### src/rtl/score_pkg.sv
// Shared types and constants for the BCD score counter.
package score_pkg;

   localparam int             NUM_DIG = 4;
   localparam int             DIG_W   = 4;
   localparam logic [DIG_W-1:0] DIG_MAX = 4'd9;

   localparam logic [DIG_W-1:0] PTS_1_DEF = 4'd1;
   localparam logic [DIG_W-1:0] PTS_2_DEF = 4'd3;
   localparam logic [DIG_W-1:0] PTS_3_DEF = 4'd5;
   localparam logic [DIG_W-1:0] PTS_4_DEF = 4'd8;

   typedef enum logic [1:0] {S_IDLE, S_ADD, S_COMMIT} state_e;

   // Digit 0 is the ones digit.
   typedef logic [NUM_DIG-1:0][DIG_W-1:0] bcd_t;

   // Illegal line counts score nothing but still go through a full commit.
   function automatic logic [DIG_W-1:0] lines_to_pts(
      input logic [2:0]       n,
      input logic [DIG_W-1:0] p1,
      input logic [DIG_W-1:0] p2,
      input logic [DIG_W-1:0] p3,
      input logic [DIG_W-1:0] p4
   );
      case (n)
         3'd1:    return p1;
         3'd2:    return p2;
         3'd3:    return p3;
         3'd4:    return p4;
         default: return '0;
      endcase
   endfunction

endpackage

### src/rtl/score_counter_if.sv
// Line-clear event handshake from the board logic.
interface score_counter_if;

   logic       clear_valid;
   logic [2:0] clear_lines;
   logic       clear_ready;

   modport master (output clear_valid, output clear_lines, input  clear_ready);
   modport slave  (input  clear_valid, input  clear_lines, output clear_ready);

endinterface

### src/rtl/bcd_digit_add.sv
// Single BCD digit adder with carry in/out; reused serially across digits.
module bcd_digit_add
   import score_pkg::*;
(
   input  logic [DIG_W-1:0] a,
   input  logic [DIG_W-1:0] b,
   input  logic             cin,
   output logic [DIG_W-1:0] sum,
   output logic             cout
);

   logic [DIG_W:0] raw;

   assign raw  = {1'b0, a} + {1'b0, b} + {{DIG_W{1'b0}}, cin};
   assign cout = (raw >= 5'd10);
   assign sum  = cout ? 4'(raw - 5'd10) : raw[DIG_W-1:0];

endmodule

### src/rtl/score_counter.sv
// Four-digit BCD score: serial digit-by-digit add into a shadow copy, then
// an atomic commit so downstream never sees a partial sum.
module score_counter
   import score_pkg::*;
#(
   parameter logic [DIG_W-1:0] PTS_1 = PTS_1_DEF,
   parameter logic [DIG_W-1:0] PTS_2 = PTS_2_DEF,
   parameter logic [DIG_W-1:0] PTS_3 = PTS_3_DEF,
   parameter logic [DIG_W-1:0] PTS_4 = PTS_4_DEF
)(
   input  logic             clk,
   input  logic             rst,
   input  logic             score_clr,
   score_counter_if.slave   clr_if,
   output logic [DIG_W-1:0] score1,
   output logic [DIG_W-1:0] score2,
   output logic [DIG_W-1:0] score3,
   output logic [DIG_W-1:0] score4,
   output logic             score_updated,
   output logic             score_sat
);

   state_e           state_q;
   logic [1:0]       idx_q;
   logic             carry_q;
   logic [DIG_W-1:0] addend_q;
   bcd_t             acc_q;
   bcd_t             score_q;
   logic             upd_q;
   logic             sat_q;

   logic [DIG_W-1:0] dig_a, dig_b, sum_d;
   logic             carry_d;

   assign dig_a = acc_q[idx_q];
   assign dig_b = (idx_q == 2'd0) ? addend_q : '0;

   bcd_digit_add u_add (
      .a    (dig_a),
      .b    (dig_b),
      .cin  (carry_q),
      .sum  (sum_d),
      .cout (carry_d)
   );

   // New-game clear wins over a simultaneous event.
   assign clr_if.clear_ready = (state_q == S_IDLE) && !score_clr;

   always_ff @(posedge clk or negedge rst) begin
      if (!rst) begin
         state_q  <= S_IDLE;
         idx_q    <= '0;
         carry_q  <= 1'b0;
         addend_q <= '0;
         acc_q    <= '0;
         score_q  <= '0;
         upd_q    <= 1'b0;
         sat_q    <= 1'b0;
      end else if (score_clr) begin
         state_q  <= S_IDLE;
         idx_q    <= '0;
         carry_q  <= 1'b0;
         addend_q <= '0;
         acc_q    <= '0;
         score_q  <= '0;
         upd_q    <= 1'b0;
         sat_q    <= 1'b0;
      end else begin
         upd_q <= 1'b0;
         case (state_q)
            S_IDLE: begin
               if (clr_if.clear_valid && clr_if.clear_ready) begin
                  addend_q <= lines_to_pts(clr_if.clear_lines, PTS_1, PTS_2, PTS_3, PTS_4);
                  acc_q    <= score_q;
                  carry_q  <= 1'b0;
                  idx_q    <= '0;
                  state_q  <= S_ADD;
               end
            end
            S_ADD: begin
               acc_q[idx_q] <= sum_d;
               carry_q      <= carry_d;
               idx_q        <= idx_q + 2'd1;
               if (idx_q == 2'(NUM_DIG - 1)) state_q <= S_COMMIT;
            end
            S_COMMIT: begin
               // Carry out of the thousands digit pins the score at 9999.
               if (carry_q) begin
                  score_q <= {NUM_DIG{DIG_MAX}};
                  sat_q   <= 1'b1;
               end else begin
                  score_q <= acc_q;
               end
               upd_q   <= 1'b1;
               state_q <= S_IDLE;
            end
            default: state_q <= S_IDLE;
         endcase
      end
   end

   assign score1        = score_q[0];
   assign score2        = score_q[1];
   assign score3        = score_q[2];
   assign score4        = score_q[3];
   assign score_updated = upd_q;
   assign score_sat     = sat_q;

endmodule
### src/flat_wrapper.sv
// flat-port wrapper written by rule: the top's interface ports become plain ports
module score_counter_flat import score_pkg::*;
#(
   parameter logic [DIG_W-1:0] PTS_1 = PTS_1_DEF,
   parameter logic [DIG_W-1:0] PTS_2 = PTS_2_DEF,
   parameter logic [DIG_W-1:0] PTS_3 = PTS_3_DEF,
   parameter logic [DIG_W-1:0] PTS_4 = PTS_4_DEF
)
  (clk, rst, score_clr, score1, score2, score3, score4, score_updated, score_sat, clr_if_clear_valid, clr_if_clear_lines, clr_if_clear_ready);
  score_counter_if clr_if_i ();
  input  logic clk;
  input  logic rst;
  input  logic score_clr;
  output logic [DIG_W-1:0] score1;
  output logic [DIG_W-1:0] score2;
  output logic [DIG_W-1:0] score3;
  output logic [DIG_W-1:0] score4;
  output logic score_updated;
  output logic score_sat;
  input wire logic [$bits(clr_if_i.clear_valid)-1:0] clr_if_clear_valid;
  input wire logic [$bits(clr_if_i.clear_lines)-1:0] clr_if_clear_lines;
  output wire logic [$bits(clr_if_i.clear_ready)-1:0] clr_if_clear_ready;
  assign clr_if_i.clear_valid = clr_if_clear_valid;
  assign clr_if_i.clear_lines = clr_if_clear_lines;
  assign clr_if_clear_ready = clr_if_i.clear_ready;
  score_counter #(.PTS_1(PTS_1), .PTS_2(PTS_2), .PTS_3(PTS_3), .PTS_4(PTS_4)) u_core (.clk(clk), .rst(rst), .score_clr(score_clr), .clr_if(clr_if_i), .score1(score1), .score2(score2), .score3(score3), .score4(score4), .score_updated(score_updated), .score_sat(score_sat));
endmodule
### config.mk
export PLATFORM = sky130hd
export DESIGN_NAME = score_counter_flat
export DESIGN_NICKNAME = d
export VERILOG_FILES = /design/src/rtl/score_pkg.sv /design/src/rtl/score_counter_if.sv /design/src/rtl/bcd_digit_add.sv /design/src/rtl/score_counter.sv /design/src/flat_wrapper.sv
export SDC_FILE = /design/constraint.sdc
export NUM_CORES = 1
export LEC_CHECK = 0
export ABC_AREA = 1
export ABC_CLOCK_PERIOD_IN_PS = 3250
export BUFFER_PORTS_ARGS = -buffer_cell sky130_fd_sc_hd__buf_4
export CAP_MARGIN = 20
export CORE_AREA = 10 10 101 103
export DETAILED_ROUTE_END_ITERATION = 10
export DIE_AREA = 0 0 111 113
export GPL_TIMING_DRIVEN = 0
export HOLD_SLACK_MARGIN = 0.06
export SLEW_MARGIN = 40
export SYNTH_ARGS = -nofsm -noshare
export SYNTH_HDL_FRONTEND = slang
export SYNTH_SLANG_ARGS = --single-unit
### constraint.sdc
create_clock -name clk -period 3.25 [get_ports clk]
set_input_delay 0.325 -clock clk [delete_from_list [all_inputs] [get_ports clk]]
set_output_delay 0.325 -clock clk [all_outputs]
set_load 0.03 [all_outputs]
==> flow_summary.toml, run 1 <==
[placed_design]
gp_congestion = 0.895
postPlaceCellArea_um2 = 2730
preCtsSetupSlack_ns = -0.190
portBuffers = 25
dp_cells = 446
dp_hpwl_um = 5160

[logic_synthesis]
ys.flop_type = "dfrtp_1"
yosysTopAreaCellShare = 0.447
synth-async-reset-ratio = 1.00
synth_area_um2 = 2410
ys_warn_count = 0
yosysMostFrequentCell = "nand2_1"
seq_area_frac_synth = 0.447
syn_inst = 316
ys_top_cells_by_count = "nand2_1 (93), dfrtp_1 (43), inv_1 (42), o21ai_0 (40), nand3_1 (35)"
ys_types = 26
synth_edf_count = 0
yosys.area.top_type = "dfrtp_1"
yosys-top-cells-area = "dfrtp_1 (45%), nand2_1 (15%), o21ai_0 (8.3%)"
syn-num-nets = 333
ys_ff_latch = 43
syn_avg_cell_area_um2 = 7.62

[timing]
hold_viol = 0
clock_skew_ns = 0.0107
rsz0062_at_grt = "true"
tightest_slew_ns = 0.658
fmax_mhz = 327
setup_ws_ns = 0.187
finalCriticalPeriod_ns = 3.06
relSlewSlack = 0.560
setup_violations = 0
fin_tns_setup_ns = 0
finalMaxSlewViolations = 0
finalCritPeriodShare = 0.942

[setup_path]
criticalPathCategory = "reg -> reg"
cp_common_cell = "nand2_1"
cp.arrival_ns = 3.25
reg2reg_to = "u_core.acc_q[14]"
cp-startpoint = "u_core.idx_q[0]"
end_kind = "flip-flop"
required_ns = 3.44
reg2reg_depth = 15
crit_chain = "clkbuf_4 -> nand2_1 -> a32o_1 -> fa_1 -> inv_1 -> fa_2 -> inv_1 -> ha_1 -> nand2_1 -> nand2_1 -> nand3_1 -> nand3_1 -> nand2_1 -> nand2_1 -> nand2_1"
reg2reg_from = "u_core.idx_q[0]"
crit_end = "u_core.acc_q[14]"
critPathMaxStageDelay_ns = 0.48
crit_path_start_kind = "flip-flop"
r2r_setup_slack_ns = 0.19
path_max_fanout = 10
cpMaxStageDelayCell = "fa_2"

[final_layout]
fin_util = 0.355
final_cells = 457
final_nets = 368
area_growth_pct = 19.9
drive_above_1_share = 0.170
num_antenna_cells = 0
design_area_um2 = 2890
final.fill_count = 863

[drt]
finalWirelength_um = 6970
drt_pre_antenna_iters = 5
vias = 2205
drc = 0
routedWlPerCell_um = 15.3
drtIter0Drc = 177
routed_via_density = 4.82
drtAntennaViolNets = 0

[grt]
grt_first_pass_wirelength_um = 11800
antenna_found_initial = 0
track_usage = 0.113
grt_pass1_vias = 2261
grt_max_degree = 44
grt.overflow.total = 0

[floorplan]
die_h_um = 113
die_x_um = 111
dieArea_um2 = 12500
placementRows = 33
ioPinCount = 26
start_util = 0.296
core-area_um2 = 8130

[cts]
insertion_delay_ns = 0.30
h-tree-depth = 2
cts.sinks = 43
cts_tree = "done"
cts-root-buf = "clkbuf_8"
cts_buffers = 5
cts.clk_slew.worst_paths_ns = 0.08
cts_max_path_buffers = 2

[power_and_ir_drop]
powerDensity_nw_per_um2 = 395
ir_drop_v = 0.000199
p_leak_nw = 1.48

[worst_hold_path]
hp-class = "in -> reg"

[run]
maxCapViolCount = 0

[run_status]
status = "complete, no violations"
critical path: cells and delay by family (launching register included):
kind	cells	cell delay [ns]
AO/OA/AOI/OAI	1	0.26
adder cells (fa/ha/maj)	3	1.05
buffers and inverters	3	0.44
flip-flops	1	0.43
AND/OR/NAND/NOR	8	0.78
logic make-up after synthesis:
group | share of synthesized area
XOR/XNOR | 0.00364
AND/OR/NAND/NOR | 0.265
AO/OA/AOI/OAI | 0.140
buffers and inverters | 0.0863
adder cells (fa/ha/maj) | 0.0582
flip-flops | 0.447
worst min-delay path by stage:
stage	to	slack, ns	start	cells after the start
finish	u_core.addend_q[3]	0.23	clr_if_clear_lines[1]	2
global route	u_core.addend_q[3]	0.23	clr_if_clear_lines[1]	2
CTS	u_core.addend_q[3]	0.22	clr_if_clear_lines[1]	2
detailed placement	u_core.addend_q[3]	0.37	rst	1
global placement	u_core.addend_q[1]	0.36	rst	1
floorplan	u_core.acc_q[0]	0.03	rst	0
power by group:
group | internal, mW | switching [mW]
combinational | 0.0728 | 0.166
clock | 0.151 | 0.198
sequential | 0.543 | 0.0110
layer usage:
metal	part of all wire	wire length, µm	GRT usage
met5	0	0	0
met4	0.016	114	0.0286
met3	0.050	350	0.0312
met2	0.45	3150	0.178
met1	0.48	3350	0.148
metrics by stage:
step	total power, mW	hold slack [ns]
floorplan	0.703	0.0294
detailed placement	0.777	0.372
global route	1.21	0.226
finish	1.14	0.225
global placement	0.776	0.362
CTS	1.12	0.223
sequential cells by signal (all words and copies together), names as in the netlist:
signal and cells:
u_core.score2 4, u_core.score1 4, u_core.score3 4, u_core.state_q 2, u_core.score4 4, u_core.acc_q 16
u_core.idx_q 2, u_core.score_updated 1, u_core.addend_q 4, u_core.carry_q 1, u_core.score_sat 1
layout make-up:
type,instances,area [µm²],area share
Multi-Input combinational cell,220,1160,0.401
Tap cell,105,131,0.0455
Clock inverter,2,12.5,0.00433
Timing Repair Buffer,29,220,0.0763
Clock buffer,6,72.6,0.0251
Buffer,4,22.5,0.00780
Inverter,48,190,0.0659
Sequential cell,43,1080,0.374
cell usage in the layout (no fill, tap or decap), types with 3 or more instances in the layout:
| master | n |
|---|---|
| nand2_1 | 89 |
| inv_1 | 41 |
| dfrtp_1 | 41 |
| o21ai_0 | 39 |
| nand3_1 | 34 |
| buf_4 | 29 |
| nor2_1 | 17 |
| ha_1 | 7 |
| o22ai_1 | 6 |
| clkbuf_8 | 5 |
| inv_2 | 4 |
| a21oi_1 | 4 |
| nand2_2 | 4 |
| clkbuf_1 | 3 |
| a22o_1 | 3 |
repair_timing:
item	4_1_cts	5_1_grt
pin swaps	0	1
endpoints found under the setup margin	12	12
hold endpoints to repair	43	0
gates resized for setup	1	17
buffers inserted	0	3
hold buffers	1	0
Note: power is estimated with default switching activity, not from simulation.
==> run 2, diff against run 1 <==
Settings changed: ABC_CLOCK_PERIOD_IN_PS 3250 to 3000.
Clock period 3.25 ns to 3 ns, I/O delays scaled along.
==> flow_summary.toml, run 2 (same netlist as run 1, synthesis figures left out) <==
[floorplan]
die_x_um = 111
core-area_um2 = 8130
start_util = 0.296
placementRows = 33
ioPinCount = 26
dieArea_um2 = 12500
die_h_um = 113

[cts]
cts_max_path_buffers = 2
cts.clk_slew.worst_paths_ns = 0.09
cts.sinks = 43
insertion_delay_ns = 0.30
cts-root-buf = "clkbuf_8"
cts_buffers = 5
h-tree-depth = 2
cts_tree = "done"

[timing]
finalCriticalPeriod_ns = 2.86
tightest_slew_ns = 0.649
clock_skew_ns = 0.0114
setup_ws_ns = 0.143
setup_violations = 0
fmax_mhz = 350
finalCritPeriodShare = 0.952
relSlewSlack = 0.566
whs_ns = 0.200
hold_viol = 0
finalMaxSlewViolations = 0
fin_tns_setup_ns = 0

[placed_design]
gp_congestion = 0.895
dp_hpwl_um = 5160
portBuffers = 25
postPlaceCellArea_um2 = 2730
preCtsSetupSlack_ns = -0.440
dp_cells = 446

[final_layout]
num_antenna_cells = 0
design_area_um2 = 2990
fin_util = 0.367
final_nets = 373
area_growth_pct = 24.1
top_register = "u_core.acc_q"
largest_reg_flops = 16
final_cells = 462
drive_above_1_share = 0.204
most-common-layout-cells = "nand2_1 (88), dfrtp_1 (40), inv_1 (39), o21ai_0 (39)"
final_common_cell = "nand2_1"

[setup_path]
reg2reg_to = "u_core.acc_q[6]"
reg2reg_depth = 18
crit_chain = "inv_4 -> ha_4 -> nand2_1 -> fa_1 -> inv_2 -> fa_2 -> buf_4 -> nand2_1 -> inv_1 -> nand2_1 -> nand2_1 -> nand2_2 -> nand2_4 -> nand2_2 -> nand3_1 -> nand2_1 -> nand2_1 -> nand2_1"
r2r_setup_slack_ns = 0.14
cp.arrival_ns = 3.11
cp_common_cell = "nand2_1"
path_max_fanout = 8
reg2reg_from = "u_core.idx_q[1]"
crit_path_start_kind = "flip-flop"
criticalPathCategory = "reg -> reg"
cpMaxStageDelayCell = "dfrtp_2"
cp-startpoint = "u_core.idx_q[1]"
critPathMaxStageDelay_ns = 0.46
required_ns = 3.25
end_kind = "flip-flop"

[drt]
drc = 0
drtAntennaViolNets = 0
vias = 2203
drt_pre_antenna_iters = 4
routedWlPerCell_um = 15.2
finalWirelength_um = 7040
drtIter0Drc = 181
routed_via_density = 4.77

[worst_hold_path]
holdPathEnd = "u_core.addend_q[3]"
hp-class = "in -> reg"
hold_depth = 2
min-delay-start = "clr_if_clear_lines[1]"

[run_status]
status = "complete, no violations"

[grt]
track_usage = 0.113
grt_max_degree = 44
grt_pass1_vias = 2312
grt.overflow.total = 0
antenna_found_initial = 0
grt_first_pass_wirelength_um = 11800

[power_and_ir_drop]
p_sw_mw = 0.417
p_sw_frac = 0.329
total_power_mw = 1.27
internal_power_mw = 0.851
p_seq_frac = 0.474
powerDensity_nw_per_um2 = 425
clkPwrFrac = 0.298
ir_drop_v = 0.000217
p_leak_nw = 1.53
comb_power_share = 0.228

[run]
maxCapViolCount = 0
## run 2: routing by layer
metal,share of wire,wire length [µm],vias up,GRT usage
met5,0,0,-,0
met3,0.040,280,8,0.0238
met1,0.47,3330,1051,0.148
met4,0.013,88,0,0.0434
met2,0.47,3340,47,0.178
li1,-,-,1097,-
## run 2: worst max path at each step
| stage | end | slack [ns] | depth (start not counted) |
|---|---|---|---|
| final | u_core.acc_q[6] | 0.14 | 18 |
| after detailed placement | u_core.acc_q[1] | -0.44 | 15 |
| after global routing | u_core.acc_q[7] | -0.02 | 18 |
| after floorplan | u_core.acc_q[9] | 0.26 | 16 |
| after CTS | u_core.acc_q[1] | 0.008 | 16 |
| after global placement | u_core.acc_q[1] | -0.42 | 15 |
## run 2: critical path: cells and delay by family (launching register included)
family / cells / cell delay (ns)
buf+inv: 4 / 0.41
simple gates: 11 / 0.89
flops: 1 / 0.46
fa+ha+maj: 3 / 1.06
## run 2: cell type report
type                    count  area, µm²
fillers                   857       5150
multi-input cells         220       1200
clock buffers               6       72.6
repair buffers             34        270
flip-flops and latches     43       1080
plain buffers               4       30.0
well taps                 105        131
clock inverters             2       12.5
inverters                  48        194
## run 2: power groups by stage
| stage | Sequential, mW | Combinational, mW | Clock, mW |
|---|---|---|---|
| detailed placement | 0.609 | 0.232 | 0 |
| finish | 0.601 | 0.290 | 0.378 |
| global placement | 0.609 | 0.232 | 0 |
| CTS | 0.599 | 0.251 | 0.381 |
| floorplan | 0.606 | 0.155 | 0 |
| global route | 0.602 | 0.321 | 0.414 |
## run 2: timing repair
| action | in CTS | in global routing |
|---|---|---|
| hold buffers | 1 | 0 |
| setup endpoints to repair | 13 | 13 |
| setup buffers | 2 | 6 |
| hold endpoints to repair | 43 | 0 |
| resized for setup | 15 | 18 |
| pin swaps | 1 | 3 |
==> run 3, diff against run 2 <==
Settings changed: RECOVER_POWER from default to 25.
==> flow_summary.toml, run 3 (same netlist as run 1, synthesis figures left out) <==
[run_status]
status = "complete, no violations"

[setup_path]
critPathMaxStageDelay_ns = 0.46
reg2reg_from = "u_core.idx_q[1]"
cp.arrival_ns = 3.11
r2r_setup_slack_ns = 0.14
end_kind = "flip-flop"
crit_path_start_kind = "flip-flop"
path_buf_inv = 4
crit_chain = "inv_4 -> ha_4 -> nand2_1 -> fa_1 -> inv_2 -> fa_2 -> buf_4 -> nand2_1 -> inv_1 -> nand2_1 -> nand2_1 -> nand2_2 -> nand2_4 -> nand2_2 -> nand3_1 -> nand2_1 -> nand2_1 -> nand2_1"
criticalPathCategory = "reg -> reg"
path_max_fanout = 8
cp_common_cell = "nand2_1"
required_ns = 3.25
reg2reg_depth = 18
reg2reg_to = "u_core.acc_q[6]"
cpMaxStageDelayCell = "dfrtp_2"
crit_family = "adder cells"

[placed_design]
dp_cells = 446
dp_hpwl_um = 5160
portBuffers = 25
postPlaceCellArea_um2 = 2730
gp_congestion = 0.895

[grt]
track_usage = 0.113
grt_max_degree = 44
grt_pass1_vias = 2312
grt.overflow.total = 0
antenna_found_initial = 0
grt_first_pass_wirelength_um = 11800

[worst_hold_path]
hp-class = "in -> reg"
min-delay-start = "clr_if_clear_lines[1]"
holdPathEnd = "u_core.addend_q[3]"
hold_depth = 2

[drt]
drtAntennaViolNets = 0
routedWlPerCell_um = 15.2
finalWirelength_um = 7040
drc = 0
drt_pre_antenna_iters = 4
drtIter0Drc = 181
vias = 2201
routed_via_density = 4.76

[timing]
fmax_mhz = 350
setup_violations = 0
tightest_slew_ns = 1.13
relSlewSlack = 0.245
finalCritPeriodShare = 0.952
hold_viol = 0
finalMaxSlewViolations = 0
clock_skew_ns = 0.0114
finalCriticalPeriod_ns = 2.86
whs_ns = 0.200

[cts]
cts.sinks = 43
cts_tree = "done"
insertion_delay_ns = 0.30
cts-root-buf = "clkbuf_8"
cts_buffers = 5
cts.clk_slew.worst_paths_ns = 0.09
cts_max_path_buffers = 2
h-tree-depth = 2

[floorplan]
start_util = 0.296
dieArea_um2 = 12500
die_h_um = 113
placementRows = 33
die_x_um = 111
ioPinCount = 26
core-area_um2 = 8130

[power_and_ir_drop]
ir_drop_v = 0.000217
powerDensity_nw_per_um2 = 425
total_power_mw = 1.27
p_leak_nw = 1.53

[final_layout]
top_register = "u_core.acc_q"
final_cells = 462
design_area_um2 = 2990
num_antenna_cells = 0
final_nets = 373
area_growth_pct = 24.0
most-common-layout-cells = "nand2_1 (88), dfrtp_1 (40), inv_1 (39), o21ai_0 (39), nand3_1 (33)"
largest_reg_flops = 16
final_common_cell = "nand2_1"
drive_above_1_share = 0.204

[run]
maxCapViolCount = 0
-- run 3: what timing repair did --
action / CTS / global route
hold buffers: 1 / 0
pin swaps: 1 / 3
gates resized for setup: 15 / 18
hold endpoints to repair: 43 / 0
endpoints found under the setup margin: 13 / 13
setup buffers: 2 / 6
-- run 3: final cells by class --
type	instances	area (µm²)
flip-flops and latches	43	1080
clock inverters	2	12.5
plain buffers	4	30.0
inverters	48	194
fillers	856	5150
clock buffers	6	72.6
well taps	105	131
multi-input cells	220	1200
repair buffers	34	268
-- run 3: where the power goes --
| group | switching, mW | internal (mW) | leakage, nW | total (mW) |
|---|---|---|---|---|
| Sequential | 0.0121 | 0.589 | 0.593 | 0.601 |
| Clock | 0.215 | 0.163 | 0.0412 | 0.378 |
| Combinational | 0.191 | 0.0985 | 0.897 | 0.289 |
| Total | 0.417 | 0.851 | 1.53 | 1.27 |
-- run 3: worst reg2reg max path: cells and delay by family (launching register included) --
family,cells,cell delay [ns]
adder cells (fa/ha/maj),3,1.06
AND/OR/NAND/NOR,11,0.89
flip-flops,1,0.46
buffers and inverters,4,0.41
-- run 3: how the worst max path moves through the flow --
stage / from / to / slack [ns] / cells after the start
4_1_cts: u_core.idx_q[0] / u_core.acc_q[1] / 0.008 / 16
5_1_grt: u_core.idx_q[1] / u_core.acc_q[7] / -0.02 / 18
2_1_floorplan: u_core.idx_q[1] / u_core.acc_q[9] / 0.26 / 16
3_3_place_gp: u_core.carry_q / u_core.acc_q[1] / -0.42 / 15
3_5_place_dp: u_core.carry_q / u_core.acc_q[1] / -0.44 / 15
6_report: u_core.idx_q[1] / u_core.acc_q[6] / 0.14 / 18
-- run 3: per-stage QoR --
stage | setup WS, ns | TNS, ns | utilization
2_1_floorplan | 0.265 | 0 | -
3_3_place_gp | -0.425 | -4.89 | 0.335
3_5_place_dp | -0.440 | -5.11 | 0.335
4_1_cts | 0.00830 | 0 | 0.354
5_1_grt | -0.0221 | -0.0282 | 0.367
6_report | 0.143 | 0 | 0.367
-- run 3: metal layers --
layer,vias to the layer above,global-route usage,share of wire
met5,-,0,0
met4,0,0.0434,0.013
met3,8,0.0238,0.040
met2,47,0.178,0.47
met1,1049,0.148,0.47
li1,1097,-,-
